$ cat src/rtl/tsc_pkg.sv
// tsc_pkg: definitions shared between the traffic signal controller and its
// safety monitor.
//   LAMP_*      one-hot lamp codes used on every approach bus
//   mon_state_t monitor state encoding
//   FC_*        bit positions inside fault_code
//   legal_step  the only colour transitions allowed in normal operation
package tsc_pkg;

    localparam logic [2:0] LAMP_G = 3'b001;
    localparam logic [2:0] LAMP_Y = 3'b010;
    localparam logic [2:0] LAMP_R = 3'b100;

    typedef enum logic [1:0] {
        ST_ARM   = 2'd0,
        ST_MON   = 2'd1,
        ST_FAULT = 2'd2
    } mon_state_t;

    localparam int FC_W         = 5;
    localparam int FC_INVALID   = 0;
    localparam int FC_CONFLICT  = 1;
    localparam int FC_SEQ       = 2;
    localparam int FC_SHORT_YEL = 3;
    localparam int FC_STUCK     = 4;

    function automatic logic legal_step(input logic [2:0] from, input logic [2:0] to);
        return ((from == LAMP_G) && (to == LAMP_Y)) ||
               ((from == LAMP_Y) && (to == LAMP_R)) ||
               ((from == LAMP_R) && (to == LAMP_G));
    endfunction

endpackage

$ cat src/rtl/tsc_lamp_filter.sv
// tsc_lamp_filter: glitch filter and stable-colour tracker for one approach.
//   clk, rst        clock, async active-high reset
//   clr             clears run and yellow counters (stable colour is kept)
//   lamp            registered lamp code for this approach
//   stable_nxt      stable colour after this edge (includes a same-edge accept)
//   acc             a new valid colour is accepted on this edge
//   inv             a non-one-hot code has been held GLITCH_CYC samples
//   seq_bad         the accept is not a legal colour step
//   short_yel       the accept leaves yellow before MIN_YEL cycles
module tsc_lamp_filter
    import tsc_pkg::*;
#(
    parameter int GLITCH_CYC = 2,
    parameter int MIN_YEL    = 3
) (
    input  logic       clk,
    input  logic       rst,
    input  logic       clr,
    input  logic [2:0] lamp,
    output logic [2:0] stable_nxt,
    output logic       acc,
    output logic       inv,
    output logic       seq_bad,
    output logic       short_yel
);

    localparam int GW = $clog2(GLITCH_CYC) + 1;
    localparam int YW = $clog2(MIN_YEL) + 1;
    localparam logic [GW-1:0] G_MAX = GW'(GLITCH_CYC);
    localparam logic [YW-1:0] Y_MAX = YW'(MIN_YEL);

    logic [2:0]    cand;
    logic [2:0]    stable;
    logic [GW-1:0] run_cnt, run_nxt;
    logic [YW-1:0] ycnt;
    logic          held;

    always_comb begin
        // run_cnt == 0 means no history (after reset or clear): start a new run
        if ((lamp == cand) && (run_cnt != '0))
            run_nxt = (run_cnt < G_MAX) ? run_cnt + GW'(1) : run_cnt;
        else
            run_nxt = GW'(1);
        held       = (run_nxt >= G_MAX);
        acc        = held && $onehot(lamp) && (lamp != stable);
        inv        = held && !$onehot(lamp);
        stable_nxt = acc ? lamp : stable;
        seq_bad    = acc && !legal_step(stable, lamp);
        short_yel  = acc && (stable == LAMP_Y) && (ycnt < Y_MAX);
    end

    always_ff @(posedge clk or posedge rst) begin
        if (rst) begin
            cand    <= LAMP_R;
            stable  <= LAMP_R;
            run_cnt <= '0;
            ycnt    <= '0;
        end else if (clr) begin
            run_cnt <= '0;
            ycnt    <= '0;
        end else begin
            cand    <= lamp;
            run_cnt <= run_nxt;
            stable  <= stable_nxt;
            if (acc)
                ycnt <= '0;
            else if ((stable == LAMP_Y) && (ycnt < Y_MAX))
                ycnt <= ycnt + YW'(1);
        end
    end

endmodule

$ cat src/rtl/tsc_monitor.sv
// tsc_monitor: conflict and sequence safety monitor for the lamp outputs.
//   clk, rst        clock, async active-high reset
//   nl, sl, el, wl  lamp codes (001 green, 010 yellow, 100 red)
//   fault_clr       leaves FAULT back to ARM; ignored elsewhere
//   armed           high in MON
//   fault           high in FAULT
//   fault_code      sticky causes latched on FAULT entry (see tsc_pkg FC_*)
//   flash           blinks in FAULT, low otherwise
module tsc_monitor
    import tsc_pkg::*;
#(
    parameter int GLITCH_CYC = 2,
    parameter int MIN_YEL    = 3,
    parameter int STUCK_CYC  = 64,
    parameter int ARM_CYC    = 4,
    parameter int FLASH_HALF = 4
) (
    input  logic            clk,
    input  logic            rst,
    input  logic [2:0]      nl,
    input  logic [2:0]      sl,
    input  logic [2:0]      el,
    input  logic [2:0]      wl,
    input  logic            fault_clr,
    output logic            armed,
    output logic            fault,
    output logic [FC_W-1:0] fault_code,
    output logic            flash
);

    localparam int NUM_APP = 4;
    localparam int AW = $clog2(ARM_CYC) + 1;
    localparam int SW = $clog2(STUCK_CYC) + 1;
    localparam int FW = $clog2(FLASH_HALF) + 1;
    localparam logic [AW-1:0] ARM_MAX  = AW'(ARM_CYC);
    localparam logic [SW-1:0] STK_MAX  = SW'(STUCK_CYC);
    localparam logic [SW-1:0] STK_LAST = SW'(STUCK_CYC - 1);
    localparam logic [FW-1:0] FH_LAST  = FW'(FLASH_HALF - 1);

    mon_state_t state_q, state_d;

    logic [NUM_APP-1:0][2:0] lamp_q, stable_nxt;
    logic [NUM_APP-1:0]      acc, inv, seq_bad, short_yel;
    logic [2:0]              n_active;
    logic                    conflict, any_acc, stk_hit, clr_filt, clean;
    logic [AW-1:0]           arm_cnt, arm_nxt;
    logic [SW-1:0]           stk_cnt;
    logic [FW-1:0]           flash_cnt;
    logic [FC_W-1:0]         det, causes;

    always_ff @(posedge clk or posedge rst) begin
        if (rst) lamp_q <= {NUM_APP{LAMP_R}};
        else     lamp_q <= {wl, el, sl, nl};
    end

    assign clr_filt = (state_q == ST_FAULT) && fault_clr;

    for (genvar i = 0; i < NUM_APP; i++) begin : g_app
        tsc_lamp_filter #(
            .GLITCH_CYC(GLITCH_CYC),
            .MIN_YEL   (MIN_YEL)
        ) u_filt (
            .clk       (clk),
            .rst       (rst),
            .clr       (clr_filt),
            .lamp      (lamp_q[i]),
            .stable_nxt(stable_nxt[i]),
            .acc       (acc[i]),
            .inv       (inv[i]),
            .seq_bad   (seq_bad[i]),
            .short_yel (short_yel[i])
        );
    end

    // Conflict looks at post-accept colours so it fires on the accepting edge
    always_comb begin
        n_active = '0;
        for (int i = 0; i < NUM_APP; i++)
            if (stable_nxt[i] != LAMP_R) n_active = n_active + 3'd1;
    end

    assign conflict = (n_active > 3'd1);
    assign any_acc  = |acc;
    assign stk_hit  = !any_acc && (stk_cnt >= STK_LAST);
    assign clean    = !(|inv) && !conflict;
    assign arm_nxt  = !clean ? '0 : (arm_cnt < ARM_MAX) ? arm_cnt + AW'(1) : arm_cnt;

    always_comb begin
        det               = '0;
        det[FC_INVALID]   = |inv;
        det[FC_CONFLICT]  = conflict;
        det[FC_SEQ]       = |seq_bad;
        det[FC_SHORT_YEL] = |short_yel;
        det[FC_STUCK]     = stk_hit;
    end

    always_comb begin
        state_d = state_q;
        causes  = '0;
        case (state_q)
            ST_ARM:   if (arm_nxt >= ARM_MAX) state_d = ST_MON;
            ST_MON: begin
                causes = det;
                if (|det) state_d = ST_FAULT;
            end
            ST_FAULT: if (fault_clr) state_d = ST_ARM;
            default:  state_d = ST_ARM;
        endcase
    end

    always_ff @(posedge clk or posedge rst) begin
        if (rst) begin
            state_q    <= ST_ARM;
            arm_cnt    <= '0;
            stk_cnt    <= '0;
            fault_code <= '0;
            flash      <= 1'b0;
            flash_cnt  <= '0;
        end else begin
            state_q <= state_d;

            arm_cnt <= ((state_q == ST_ARM) && (state_d == ST_ARM)) ? arm_nxt : '0;

            if (state_q != ST_MON || any_acc) stk_cnt <= '0;
            else if (stk_cnt < STK_MAX)       stk_cnt <= stk_cnt + SW'(1);

            if ((state_q == ST_MON) && (state_d == ST_FAULT)) begin
                fault_code <= causes;
                flash      <= 1'b1;
                flash_cnt  <= '0;
            end else if ((state_q == ST_FAULT) && !fault_clr) begin
                if (flash_cnt == FH_LAST) begin
                    flash     <= ~flash;
                    flash_cnt <= '0;
                end else begin
                    flash_cnt <= flash_cnt + FW'(1);
                end
            end else begin
                if (clr_filt) fault_code <= '0;
                flash     <= 1'b0;
                flash_cnt <= '0;
            end
        end
    end

    assign armed = (state_q == ST_MON);
    assign fault = (state_q == ST_FAULT);

endmodule

$ cat config.mk
export PLATFORM = sky130hd
export DESIGN_NAME = tsc_monitor
export DESIGN_NICKNAME = d
export VERILOG_FILES = /design/src/rtl/tsc_pkg.sv /design/src/rtl/tsc_lamp_filter.sv /design/src/rtl/tsc_monitor.sv
export SDC_FILE = /design/constraint.sdc
export NUM_CORES = 1
export LEC_CHECK = 0
export BUFFER_PORTS_ARGS = -buffer_cell sky130_fd_sc_hd__buf_2
export CORE_MARGIN = 5
export CORE_UTILIZATION = 60
export CTS_BUF_LIST = sky130_fd_sc_hd__clkbuf_8
export DETAILED_ROUTE_END_ITERATION = 7
export GPL_TIMING_DRIVEN = 0
export PLACE_DENSITY = 0.78
export SLEW_MARGIN = 10
export SYNTH_ARGS = -nofsm -noshare
export SYNTH_HDL_FRONTEND = slang
export SYNTH_HIERARCHICAL = 1
export SYNTH_SLANG_ARGS = --single-unit
export TNS_END_PERCENT = 5
$ cat constraint.sdc
create_clock -name clk -period 7.9 [get_ports clk]
set_input_delay 1.58 -clock clk [delete_from_list [all_inputs] [get_ports clk]]
set_output_delay 1.58 -clock clk [all_outputs]
set_load 0.03 [all_outputs]
==> results.toml <==
[outcome]
status = "completed"

[worst_hold_path]
hold_depth = 1
hold_path_end = "flash_cnt[0]"
hold_class = "flip-flop to flip-flop"
hold_start = "flash_cnt[0]"

[clock_network]
tritoncts = "built"
hold_buffers = 0
cts_sinks = 77
path_clk_slew_ps = 80
numCtsBuffers = 9
clock_latency_ps = 340
cts_resized = 0
cts_buffer_depth = 2
cts_root_buf = "clkbuf_8"
postCtsSetupBuffers = 0
ctsHtreeMaxLevel = 3

[worst_setup_path]
slowest_stage = "dfstp_2"
cp_top_family = "simple AND/OR/NAND/NOR gates"
crit_path_start_kind = "flip-flop"
rrSetupSlack_ps = 3370
r2r_cells = 16
max_stage_delay_ps = 520
path_buf_inv = 3
cp_data_arrival_time_ps = 4760
r2r_end = "flash"
endpoint_kind = "flip-flop"
r2r_start = "lamp_q[8]"
crit_type = "flip-flop to flip-flop"
cp_max_fo = 8
cp.required_ps = 8130
cp_cell_sequence = "clkbuf_1 > inv_1 > fa_1 > or3b_1 > nand4bb_1 > buf_6 > nand2_1 > o21ai_0 > nor3b_4 > mux2i_1 > ha_1 > nand2b_1 > nor4b_1 > or2_1 > o21ai_4 > o31a_1"
cp.depth = 16

[synthesis]
ys_ff_latch = 77
ys_top_cells_by_area = "dfrtp_1 37%, dfstp_2 7.2%, xnor2_1 5.4%"
syn_area_sq_um = 4390
yosysTopAreaCell = "dfrtp_1"
ys_warn_count = 6
async_flop_share_pct = 100.0
syn-num-nets = 456
synth_area_per_cell_sq_um = 10.38
synth_ff_type = "dfrtp_1"
synth_common_cells = "65 x dfrtp_1, 40 x nand2_1, 33 x inv_1"
synthCells = 423
yosysSeqAreaShare_pct = 44.23
yosysMostFrequentCell = "dfrtp_1"
synth-edff-count = 0
yosysTopAreaCellShare_pct = 37.05
yosysUniqueCellTypes = 61

[cells_and_area]
diodes = 0
syn_to_final_growth_pct = 9.689
nets = 489
drive_gt1_share_pct = 20.82
final_cell_area_sq_um = 4816
fillers = 554

[grt]
grt_pass1_wl_um = 14070
antenna_found_initial = 0
grt_max_degree = 34
grt_usage_pct = 19.87
first_global_vias = 3096
grt_overflow = 0

[floorplanning]
die_x_um = 95.54
dieArea_sq_um = 9128
rows = 31
initial_core_util_pct = 61.19
io_pins = 23
dieHeight_um = 95.54
coreArea_sq_um = 7176

[timing]
fmax_ghz = 0.2207
tns_ps = 0
period_needed_ps = 4531
rsz0062_at_grt = "no"
tightestPinTransition_ps = 726.1
worst_slack_ps = 3369
finClkSkew_ps = 5.426
slew_violations = 0
final_hold_viol_count = 0
relSlewSlack_pct = 51.52
holdWs_ps = 439.8
fin_crit_sh_pct = 57.36
setup_violations = 0

[route]
wl_per_cell_um = 14.48
vias = 3107
drt-total-wl_um = 8111
drtPass1Iterations = 4
drt_iter0_drc = 194
routed_via_density = 5.548
drc_errors = 0
antenna_left = 0

[power_and_ir_drop]
irDropWorstVdd_mv = 0.2320
fin_total_pwr_uw = 1544
cellPowerDensity_nw_per_um2 = 320.7
p_leak_uw = 0.002120

[place]
gp_congestion = 0.8121
dpl-instance-area_sq_um = 4624
portBuffers = 22
dp_slack_ps = 3395
dp_hpwl_um = 6016

[flow_run]
cap_viol_max_count = 0
==> through the flow <==
step / cells / util, %
finish: 560 / 67.11
global route: 560 / 67.11
CTS: 560 / 67.11
detailed placement: 544 / 64.45
global placement: 544 / 64.45
floorplan: 423 / -
==> cell families after synthesis <==
kind of cell | Yosys count | share of synthesized area [%]
simple gates | 150 | 19.66
flops | 77 | 44.23
compound gates | 75 | 14.02
buf+inv | 50 | 4.959
xor+xnor | 34 | 6.783
fa+ha+maj | 18 | 5.814
mux | 18 | 4.446
other cells | 1 | 0.08541
==> sequential cells by signal, summed over array words and instances, names as in the netlist <==
register              count
arm_cnt                   3
fault_code                5
flash                     1
flash_cnt                 3
g_app.u_filt/cand        12
g_app.u_filt/run_cnt      8
g_app.u_filt/stable      12
g_app.u_filt/ycnt        12
lamp_q                   12
state_q                   2
stk_cnt                   7
==> cells in the final DEF (no fill, tap or decap), types with 3 or more instances in the layout <==
master,instances
clkbuf_1,11
xor2_1,7
o311a_1,4
nor3_1,17
a31oi_1,9
inv_1,33
a211oi_1,3
clkbuf_8,9
inv_2,3
o31ai_1,3
nand2_1,40
or3_2,4
buf_6,4
nand2b_1,6
and3_1,5
a2111oi_4,3
and2_2,4
ha_1,14
dfrtp_1,65
mux2_2,11
or3b_1,4
nand4_1,5
nor2_4,4
a21oi_1,13
fa_1,4
buf_2,22
nor4_1,4
dfstp_2,12
nor2b_1,3
nor2_1,30
mux2i_1,6
nand4bb_1,4
o21ai_0,24
xnor2_1,27
a31oi_4,4
==> area by class of cell <==
cell class	instances	area, sq um	share of cell area [%]
inverter	35	131.4	2.728
tap	99	123.9	2.572
sequential	77	1942	40.32
timing repair buffer	22	110.1	2.286
multi-input combinational	296	2231	46.32
clock inverter	7	67.56	1.403
clock buffer	9	123.9	2.572
buffer	15	86.33	1.793
==> how the worst max path moves through the flow <==
stage	endpoint	start	slack, ps
2_1_floorplan	flash	lamp_q[8]	3790
3_3_place_gp	flash	lamp_q[8]	3490
3_5_place_dp	flash	lamp_q[8]	3390
4_1_cts	flash	lamp_q[8]	3360
5_1_grt	flash	lamp_q[8]	3060
6_report	flash	lamp_q[8]	3370
==> power breakdown <==
group          total (uW)  switching (uW)  leakage (uW)  internal (uW)
sequential            631             122      0.000943            509
clock                 286             142     0.0000964            144
combinational         627             348       0.00108            279
total                1540             612       0.00212            932
==> worst register-to-register path: cells and delay by family, from the launching register on <==
kind,cells,cell delay (ps)
AOI/OAI and AO/OA,3,570
muxes,1,370
DFF,1,520
and+or+nand+nor,7,1660
adders and majority gates,2,760
buffers and inverters,3,560
==> routing by layer <==
layer	global-route usage, %	wire [um]
met5	0	0
met4	7.938	211
met3	3.631	298
met2	31.91	3851
met1	26.63	3749
No activity file was read; power rests on OpenSTA's default activity.
